==> config.mk <==
export PLATFORM = sky130hd
export DESIGN_NAME = uart_tx_feeder
export DESIGN_NICKNAME = d
export VERILOG_FILES = /design/src/rtl/uart_tx_feeder.sv
export SDC_FILE = /design/constraint.sdc
export NUM_CORES = 1
export LEC_CHECK = 0
export ABC_AREA = 1
export BUFFER_PORTS_ARGS = -buffer_cell sky130_fd_sc_hd__buf_2
export CELL_PAD_IN_SITES_DETAIL_PLACEMENT = 1
export CELL_PAD_IN_SITES_GLOBAL_PLACEMENT = 1
export CORE_UTILIZATION = 49
export DETAILED_ROUTE_END_ITERATION = 16
export PLACE_DENSITY_LB_ADDON = 0.1
export SLEW_MARGIN = 20
export SYNTH_ARGS = -nofsm -noshare
export SYNTH_HDL_FRONTEND = slang
export SYNTH_SLANG_ARGS = --single-unit
==> constraint.sdc <==
create_clock -name clk -period 3.5 [get_ports clk]
set_clock_uncertainty 0.2 [all_clocks]
set_input_delay 0.875 -clock clk [delete_from_list [all_inputs] [get_ports clk]]
set_output_delay 0.875 -clock clk [all_outputs]
set_load 0.005 [all_outputs]
==> src/rtl/uart_tx_feeder.sv <==
`default_nettype none
// ============================================================================
// Module      : uart_tx_feeder
// Description : Circular byte FIFO in front of a UART transmitter. Bytes are
//               written by the bus with a single-cycle strobe. They are then
//               launched one at a time with the transmitter's tx_wr / tx_active
//               / tx_done handshake.
// Revision    : 1.0 - initial release
// ============================================================================
module uart_tx_feeder #(
  parameter int DEPTH  = 16,
  parameter int ADDR_W = 4
) (
  input  logic              clk,
  input  logic              rst_n,
  input  logic              wr_en,
  input  logic [7:0]        wr_data,
  output logic              full,
  output logic              empty,
  output logic [ADDR_W:0]   count,
  output logic              overflow,
  input  logic              ovf_clr,
  output logic              busy,
  output logic              tx_wr,
  output logic [7:0]        tx_byte,
  input  logic              tx_active,
  input  logic              tx_done
);

  localparam logic [ADDR_W:0]   c_depth   = (ADDR_W+1)'(DEPTH);
  localparam logic [ADDR_W:0]   c_cnt_one = (ADDR_W+1)'(1);
  localparam logic [ADDR_W-1:0] c_ptr_one = ADDR_W'(1);

  typedef enum logic [1:0] {
    IDLE      = 2'd0,
    WAIT_ACK  = 2'd1,
    WAIT_DONE = 2'd2,
    WAIT_IDLE = 2'd3
  } state_t;

  // Storage and pointers
  logic [7:0]        r_mem [DEPTH];
  logic [ADDR_W-1:0] r_wr_ptr;
  logic [ADDR_W-1:0] r_rd_ptr;
  logic [ADDR_W:0]   r_count;
  logic              r_full;
  logic              r_empty;
  logic              r_overflow;
  logic              r_busy;
  logic              r_tx_wr;
  logic [7:0]        r_tx_byte;
  state_t            r_state;

  // Per-cycle decisions, all taken against the registered flags
  logic              w_push;
  logic              w_drop;
  logic              w_pop;
  logic              w_idle_next;
  logic [ADDR_W:0]   w_count_next;
  logic              w_busy_next;

  // A write is accepted only while not full; a write while full is dropped
  // even when a pop frees a slot in the same cycle.
  assign w_push = wr_en && !r_full;
  assign w_drop = wr_en &&  r_full;

  // Launch only from IDLE with data present and the transmitter quiet. The
  // tx_done check matters after a reset that lands mid-frame.
  assign w_pop  = (r_state == IDLE) && !r_empty && !tx_active && !tx_done;

  // Next occupancy: a simultaneous push and pop leaves it unchanged
  always_comb begin
    w_count_next = r_count;
    case ({w_push, w_pop})
      2'b10:   w_count_next = r_count + c_cnt_one;
      2'b01:   w_count_next = r_count - c_cnt_one;
      default: w_count_next = r_count;
    endcase
  end

  // Whether the launcher will sit in IDLE after this edge (feeds registered busy)
  always_comb begin
    w_idle_next = 1'b0;
    case (r_state)
      IDLE:      w_idle_next = !w_pop;
      WAIT_IDLE: w_idle_next = !tx_done && !tx_active;
      default:   w_idle_next = 1'b0;
    endcase
  end

  assign w_busy_next = (w_count_next != '0) || !w_idle_next;

  // FIFO storage; the contents are deliberately left unreset
  always_ff @(posedge clk) begin
    if (w_push) begin
      r_mem[r_wr_ptr] <= wr_data;
    end
  end

  // Pointers, occupancy and the status flags derived from it
  always_ff @(posedge clk or negedge rst_n) begin
    if (!rst_n) begin
      r_wr_ptr <= '0;
      r_rd_ptr <= '0;
      r_count  <= '0;
      r_full   <= 1'b0;
      r_empty  <= 1'b1;
      r_busy   <= 1'b0;
    end else begin
      if (w_push) begin
        r_wr_ptr <= r_wr_ptr + c_ptr_one;
      end
      if (w_pop) begin
        r_rd_ptr <= r_rd_ptr + c_ptr_one;
      end
      r_count <= w_count_next;
      r_full  <= (w_count_next == c_depth);
      r_empty <= (w_count_next == '0);
      r_busy  <= w_busy_next;
    end
  end

  // Sticky overflow flag; a dropped write beats a same-cycle clear
  always_ff @(posedge clk or negedge rst_n) begin
    if (!rst_n) begin
      r_overflow <= 1'b0;
    end else if (w_drop) begin
      r_overflow <= 1'b1;
    end else if (ovf_clr) begin
      r_overflow <= 1'b0;
    end
  end

  // Launch state machine: issue one byte, then follow the transmitter through
  // its frame and the two-cycle tx_done before allowing the next launch.
  always_ff @(posedge clk or negedge rst_n) begin
    if (!rst_n) begin
      r_state   <= IDLE;
      r_tx_wr   <= 1'b0;
      r_tx_byte <= 8'h00;
    end else begin
      r_tx_wr <= 1'b0;
      case (r_state)
        IDLE: begin
          if (w_pop) begin
            r_tx_byte <= r_mem[r_rd_ptr];
            r_tx_wr   <= 1'b1;
            r_state   <= WAIT_ACK;
          end
        end
        WAIT_ACK: begin
          if (tx_active || tx_done) begin
            r_state <= WAIT_DONE;
          end
        end
        WAIT_DONE: begin
          if (tx_done) begin
            r_state <= WAIT_IDLE;
          end
        end
        WAIT_IDLE: begin
          if (!tx_done && !tx_active) begin
            r_state <= IDLE;
          end
        end
        default: begin
          r_state <= IDLE;
        end
      endcase
    end
  end

  assign full     = r_full;
  assign empty    = r_empty;
  assign count    = r_count;
  assign overflow = r_overflow;
  assign busy     = r_busy;
  assign tx_wr    = r_tx_wr;
  assign tx_byte  = r_tx_byte;

endmodule
`default_nettype wire

**Word-level counts from Yosys, hierarchy flattened**

Memories as Yosys holds them, arrays and structs flattened. A register that Yosys moved wholly into a read port is not among the register bits.
Index checks and enable logic that the tools add are counted.

- $add $sub $neg: 4
- Multiply operators: 0
- Div/mod/pow operators: 0
- $lt $le $gt $ge: 0
- Equal/unequal tests: 10
- Shift operators: 0
- Muxes and demuxes: 13
- Bitwise logic cells: 0
- Reduce and logical (&&, ||, !) cells: 21

Operator list:

| cell | number |
|---|---|
| case mux 5 bit (2 select lines) | 1 |
| adder 4 x 1 -> 4 bit (second input constant) | 2 |
| 2-to-1 mux 2 bit | 4 |
| != test 2 bit (second input constant) | 4 |
| case mux 2 bit (4 select lines) | 1 |
| zero test 1 bit | 7 |
| equality test 2 bit (second input constant) | 3 |
| logical AND 1 bit | 6 |
| 2-to-1 mux 1 bit | 6 |
| adder 5 x 1 -> 5 bit (second input constant) | 1 |
| equality test 5 bit (second input constant) | 1 |
| zero test 5 bit | 1 |
| nonzero test 5 bit | 1 |
| subtractor 5 x 1 -> 5 bit (second input constant) | 1 |
| equality test 2 x 1 -> 1 bit (second input constant) | 2 |
| AND reduction 4 bit | 1 |
| zero test 2 bit | 1 |
| logical OR 1 bit | 2 |
| case mux 1 bit (2 select lines) | 1 |
| AND reduction 2 bit | 1 |
| nonzero test 2 bit | 1 |

- Register bits after elaboration: 20
- Latch bits: 0
- RAM bits: 128
- Memory bits (read-only): 0
- Input port bits: 14
- Output and inout bits: 18
- Word-level logic and storage cells: 58
- Memories: 1

Memory list:

| name | depth | width | read ports | clocked after memory_dff | write ports | RTL line | RTL |
|---|---|---|---|---|---|---|---|
| r_mem | 16 | 8 | 1 | 1 | 1 | 42 | `logic [7:0] r_mem [DEPTH];` |

**Longest topological paths before layout**

- Depth in word-level cells: 8
- Mapped depth: 21
- Mapped depth without buffers: 20

**Worst setup path after synthesis**

OpenSTA, ideal clock, no wires.

- Kind: input to register
- Start: in tx_active
- End: reg r_busy (netlist: busy)
- Library setup time: 0.125 ns
- Data arrival time: 2.686 ns
- Required time: 3.175 ns
- Setup slack: 0.489 ns
- Stages: 17
- Path buffers: 1
- Cells stage by stage: nor2_1 -> nand2_1 -> inv_1 -> buf_2 -> ha_1 -> nand2_1 -> inv_1 -> nor2_1 -> ha_1 -> a21oi_1 -> nand2_1 -> nand3_1 -> o21ai_0 -> inv_1 -> nand2_1 -> nor2_1 -> nand3_1

- Cells in the longest elaborated chain, start to end: 7
- Elaborated cells between the ends (all ways): 12
- Classes of those cells: 2 x eq/ne; 2 x mux; 8 x reduce/logical

RTL lines:

| element | RTL line | RTL |
|---|---|---|
| start: declaration | 26 | `input logic tx_active,` |
| zero test 1 bit (*) | 69 | `assign w_pop = (r_state == IDLE) && !r_empty && !tx_active && !tx_done;` |
| logical AND 1 bit (*) (2 in a row) | 69 |  |
| named net w_pop | 57 | `logic w_pop;` |
| equality test 2 x 1 -> 1 bit or equality test 2 bit (tied branches) | 74 | `case ({w_push, w_pop})` |
| case mux 5 bit (2 select lines) (*) | 74 |  |
| named net w_count_next[2] | 59 | `logic [ADDR_W:0] w_count_next;` |
| nonzero test 5 bit (*) | 91 | `assign w_busy_next = (w_count_next != '0) \|\| !w_idle_next;` |
| logical OR 1 bit (*) | 91 |  |
| named net w_busy_next | 60 | `logic w_busy_next;` |
| end signal: assignment | 119 | `r_busy <= w_busy_next;` |
| end: declaration | 49 | `logic r_busy;` |

Mark *: on every way through the listed nets, which the timed path passes. The rest lies on a longest branch.
A chain may end at the register's enable or synchronous reset.

**Worst setup path in the final report**

- Start: reg r_state[0]
- End: reg r_busy (netlist: busy)

- Cells in the longest elaborated chain, start to end: 8
- Elaborated cells between the ends (all ways): 13
- Classes of those cells: 3 x eq/ne; 2 x mux; 8 x reduce/logical

RTL lines:

| element | RTL line | RTL |
|---|---|---|
| start: declaration | 52 | `state_t r_state;` |
| start signal: assignment | 138 | `r_state <= IDLE;` |
| start signal: assignment | 148 | `r_state <= WAIT_ACK;` |
| start signal: assignment | 153 | `r_state <= WAIT_DONE;` |
| zero test 2 bit (*) | 69 |  |
| logical AND 1 bit (*) (3 in a row) | 69 |  |
| equality test 2 x 1 -> 1 bit or equality test 2 bit (tied branches) | 74 |  |
| case mux 5 bit (2 select lines) (*) | 74 |  |
| named net w_count_next[4] | 59 |  |
| nonzero test 5 bit (*) | 91 |  |
| logical OR 1 bit (*) | 91 |  |
| named net w_busy_next | 60 |  |

Marked as above.

==> results.sh <==
export IMPL_area_growth_pct=14.8
export IMPL_clk_latency_ps=430
export IMPL_cts_made_buffers=17
export IMPL_worstRegToRegCells=19
export IMPL_io_pins=32
export IMPL_cts_num_sinks=156
export IMPL_hold_violations=0
export IMPL_finalCriticalPeriod_ps=2980
export IMPL_syn_inst=561
export IMPL_setup_ws_ps=523
export IMPL_dp_worst_setup_slack_ps=344
export IMPL_cellPowerDensity_nw_per_um2=859
export IMPL_cts_setup_buffers=0
export IMPL_placed_area_um2=6900
export IMPL_grt_max_degree=67
export IMPL_initial_core_util_pct=51.2
export IMPL_vias_per_cell=5.60
export IMPL_startpoint="r_state[0]"
export IMPL_syn_area_um2=6560
export IMPL_criticalPathCategory="reg2reg"
export IMPL_grt_pass1_wl_mm=26.8
export IMPL_coreArea_um2=12800
export IMPL_antenna_found_initial=0
export IMPL_cp_max_fo=6
export IMPL_ant_nets=0
export IMPL_min_to="tx_byte[5]"
export IMPL_outcome="complete, no violations"
export IMPL_grt_overflow_total=0
export IMPL_synth_seq_cells=156
export IMPL_reg2reg_slack_ps=520
export IMPL_drc=0
export IMPL_drv_slew=0
export IMPL_fin_area_um2=7530
export IMPL_wl_per_cell_um=20.9
export IMPL_synth_yosys_seq_area_share_pct=69.3
export IMPL_max_freq_ghz=0.336
export IMPL_num_fill_cells=1333
export IMPL_rsz0062_at_grt="no"
export IMPL_cp_required_ps=3600
export IMPL_drt_initial_drc_count=295
export IMPL_hold_depth=2
export IMPL_clkTransAtPathRegs_ps=60
export IMPL_cts_resized=0
export IMPL_cts_tree="done"
export IMPL_die_y_um=118
export IMPL_drive_gt1_share_pct=13.5
export IMPL_clockRootBuffer="clkbuf_16"
export IMPL_r2r_end="busy"
export IMPL_grt_pass1_vias=4818
export IMPL_min_delay_start="tx_byte[5]"
export IMPL_setup_tns_final_ps=0
export IMPL_ir_drop_uv=398
export IMPL_htreeDepth=4
export IMPL_hold_class="reg2reg"
export IMPL_max_slew_worst_pin_slew_ps=835
export IMPL_grt_usage_pct=25.8
export IMPL_port_buffer_count=31
export IMPL_p_leak_nw=2.84
export IMPL_cap_violations=0
export IMPL_hpwlAfterDp_mm=10.5
export IMPL_syn_nets=588
export IMPL_relSlewSlack_pct=44.1
export IMPL_fp_dieW_um=118
export IMPL_setup_viol=0
export IMPL_cts_buffer_depth=2
export IMPL_postSynthAreaPerCell_um2=11.7
export IMPL_vias=4409
export IMPL_diodes=0
export IMPL_rows=41
export IMPL_hold_buffers=0
export IMPL_r2r_start="r_state[0]"
export IMPL_dieArea_um2=13900
export IMPL_gp_congestion=0.816
export IMPL_post_route_period_util_pct=85.1
export IMPL_critPathArrivalTime_ps=3080
export IMPL_firstDrtPassIters=4
export IMPL_routed_wl_mm=16.5
export IMPL_worst_setup_path_end_kind="flip-flop"
export IMPL_finalNetCount=629
export IMPL_yosysWarnings=0
export IMPL_synth_cell_types=25
export IMPL_startpoint_type="flip-flop"
cells by family after synthesis:
family / share of synthesized area, %
flip-flops: 69.3
XOR/XNOR: 1.07
AND/OR/NAND/NOR: 13.4
adder cells (fa/ha/maj): 2.48
AO/OA/AOI/OAI: 9.52
buffers and inverters: 4.27
layer usage:
metal	wire [µm]	global-route usage, %	share of wire, %	vias up
li1	-	-	-	2042
met1	7070	34.1	43	2233
met2	8250	41.8	50	102
met3	635	4.12	3.9	32
met4	507	12.4	3.1	0
met5	0	0	0	-
synthesized netlist by cell type:
master / instances / area, µm²
nor3_1: 1 / 5.00
clkbuf_1: 6 / 22.5
nand4_1: 4 / 25.0
ha_1: 13 / 163
dfstp_2: 1 / 26.3
inv_2: 1 / 3.75
nor2_1: 126 / 473
o2111ai_1: 1 / 8.76
inv_1: 24 / 90.1
xnor2_1: 1 / 8.76
buf_2: 10 / 50.1
clkbuf_2: 1 / 5.00
dfrtp_1: 27 / 676
xor2_1: 7 / 61.3
buf_4: 3 / 22.5
nand3_1: 24 / 120
nand2_2: 1 / 6.26
edfxtp_1: 128 / 3840
nand2_1: 66 / 248
buf_6: 7 / 78.8
o21ai_1: 20 / 100
clkinv_1: 2 / 7.51
a21oi_1: 4 / 20.0
o21ai_0: 51 / 255
o211ai_1: 32 / 240
through the flow:
stage | utilization (%) | cells | power, mW | hold slack, ps
finish | 58.7 | 787 | 6.47 | 281
global route | 58.7 | 787 | 6.84 | 286
CTS | 58.7 | 787 | 6.50 | 284
detailed placement | 53.8 | 755 | 4.52 | 269
global placement | 53.8 | 755 | 4.40 | 263
floorplan | - | 561 | 3.86 | 272
sequential cells by signal (all words and copies together), names as in the netlist:
register  count
r_rd_ptr      4
tx_byte       8
full          1
empty         1
busy          1
r_state       2
tx_wr         1
count         5
r_wr_ptr      4
overflow      1
r_mem       128
area by class of cell:
class	count	area, µm²	share of cell area, %
Tap cell	172	215	2.86
Clock buffer	22	464	6.16
Sequential cell	156	4550	60.4
Inverter	27	101	1.35
Timing Repair Buffer	49	303	4.02
Multi-Input combinational cell	351	1730	23.0
Clock inverter	10	165	2.19
power breakdown:
part           leakage, nW  internal (mW)  total (mW)  switching (mW)
registers             1.49           2.31        2.52           0.212
logic                 1.05          0.628        1.99            1.36
clock network        0.297           1.23        1.95           0.722
cells in the final DEF, fill, tap and decap left out, drive strengths merged:
master | synthesis | final
clkbuf | 7 | 22
edfxtp | 128 | 128
o2111ai | 1 | 1
buf | 20 | 49
nand4 | 4 | 4
dfstp | 1 | 1
a21oi | 4 | 4
nor3 | 1 | 1
ha | 13 | 13
bufinv | 0 | 4
inv | 25 | 25
o21ai | 71 | 71
o211ai | 32 | 32
xnor2 | 1 | 1
dfrtp | 27 | 27
clkinvlp | 0 | 3
clkinv | 2 | 5
nand2 | 67 | 67
nand3 | 24 | 24
nor2 | 126 | 126
xor2 | 7 | 7
how the worst max path moves through the flow:
stage / to / slack [ps] / cells after the start
6_report: busy / 520 / 19
5_1_grt: busy / 210 / 19
4_1_cts: busy / 520 / 19
3_5_place_dp: busy / 340 / 17
3_3_place_gp: busy / 450 / 17
2_1_floorplan: busy / 490 / 17
critical path: stages, from the launching register on:
cell and delay, ps:
dfrtp_1 400, inv_1 140, ha_1 190, inv_1 50, nor2_1 100, nand2_1 80, inv_1 90, ha_1 280
nand2_1 110, inv_1 90, nor2_1 60, ha_1 180, a21oi_1 260, nor2_1 120, nand3_1 130, nand3_1 90
nand2_1 80, nand2_2 60, inv_1 70, nand3_1 70
Note: power is estimated with default switching activity, not from simulation.
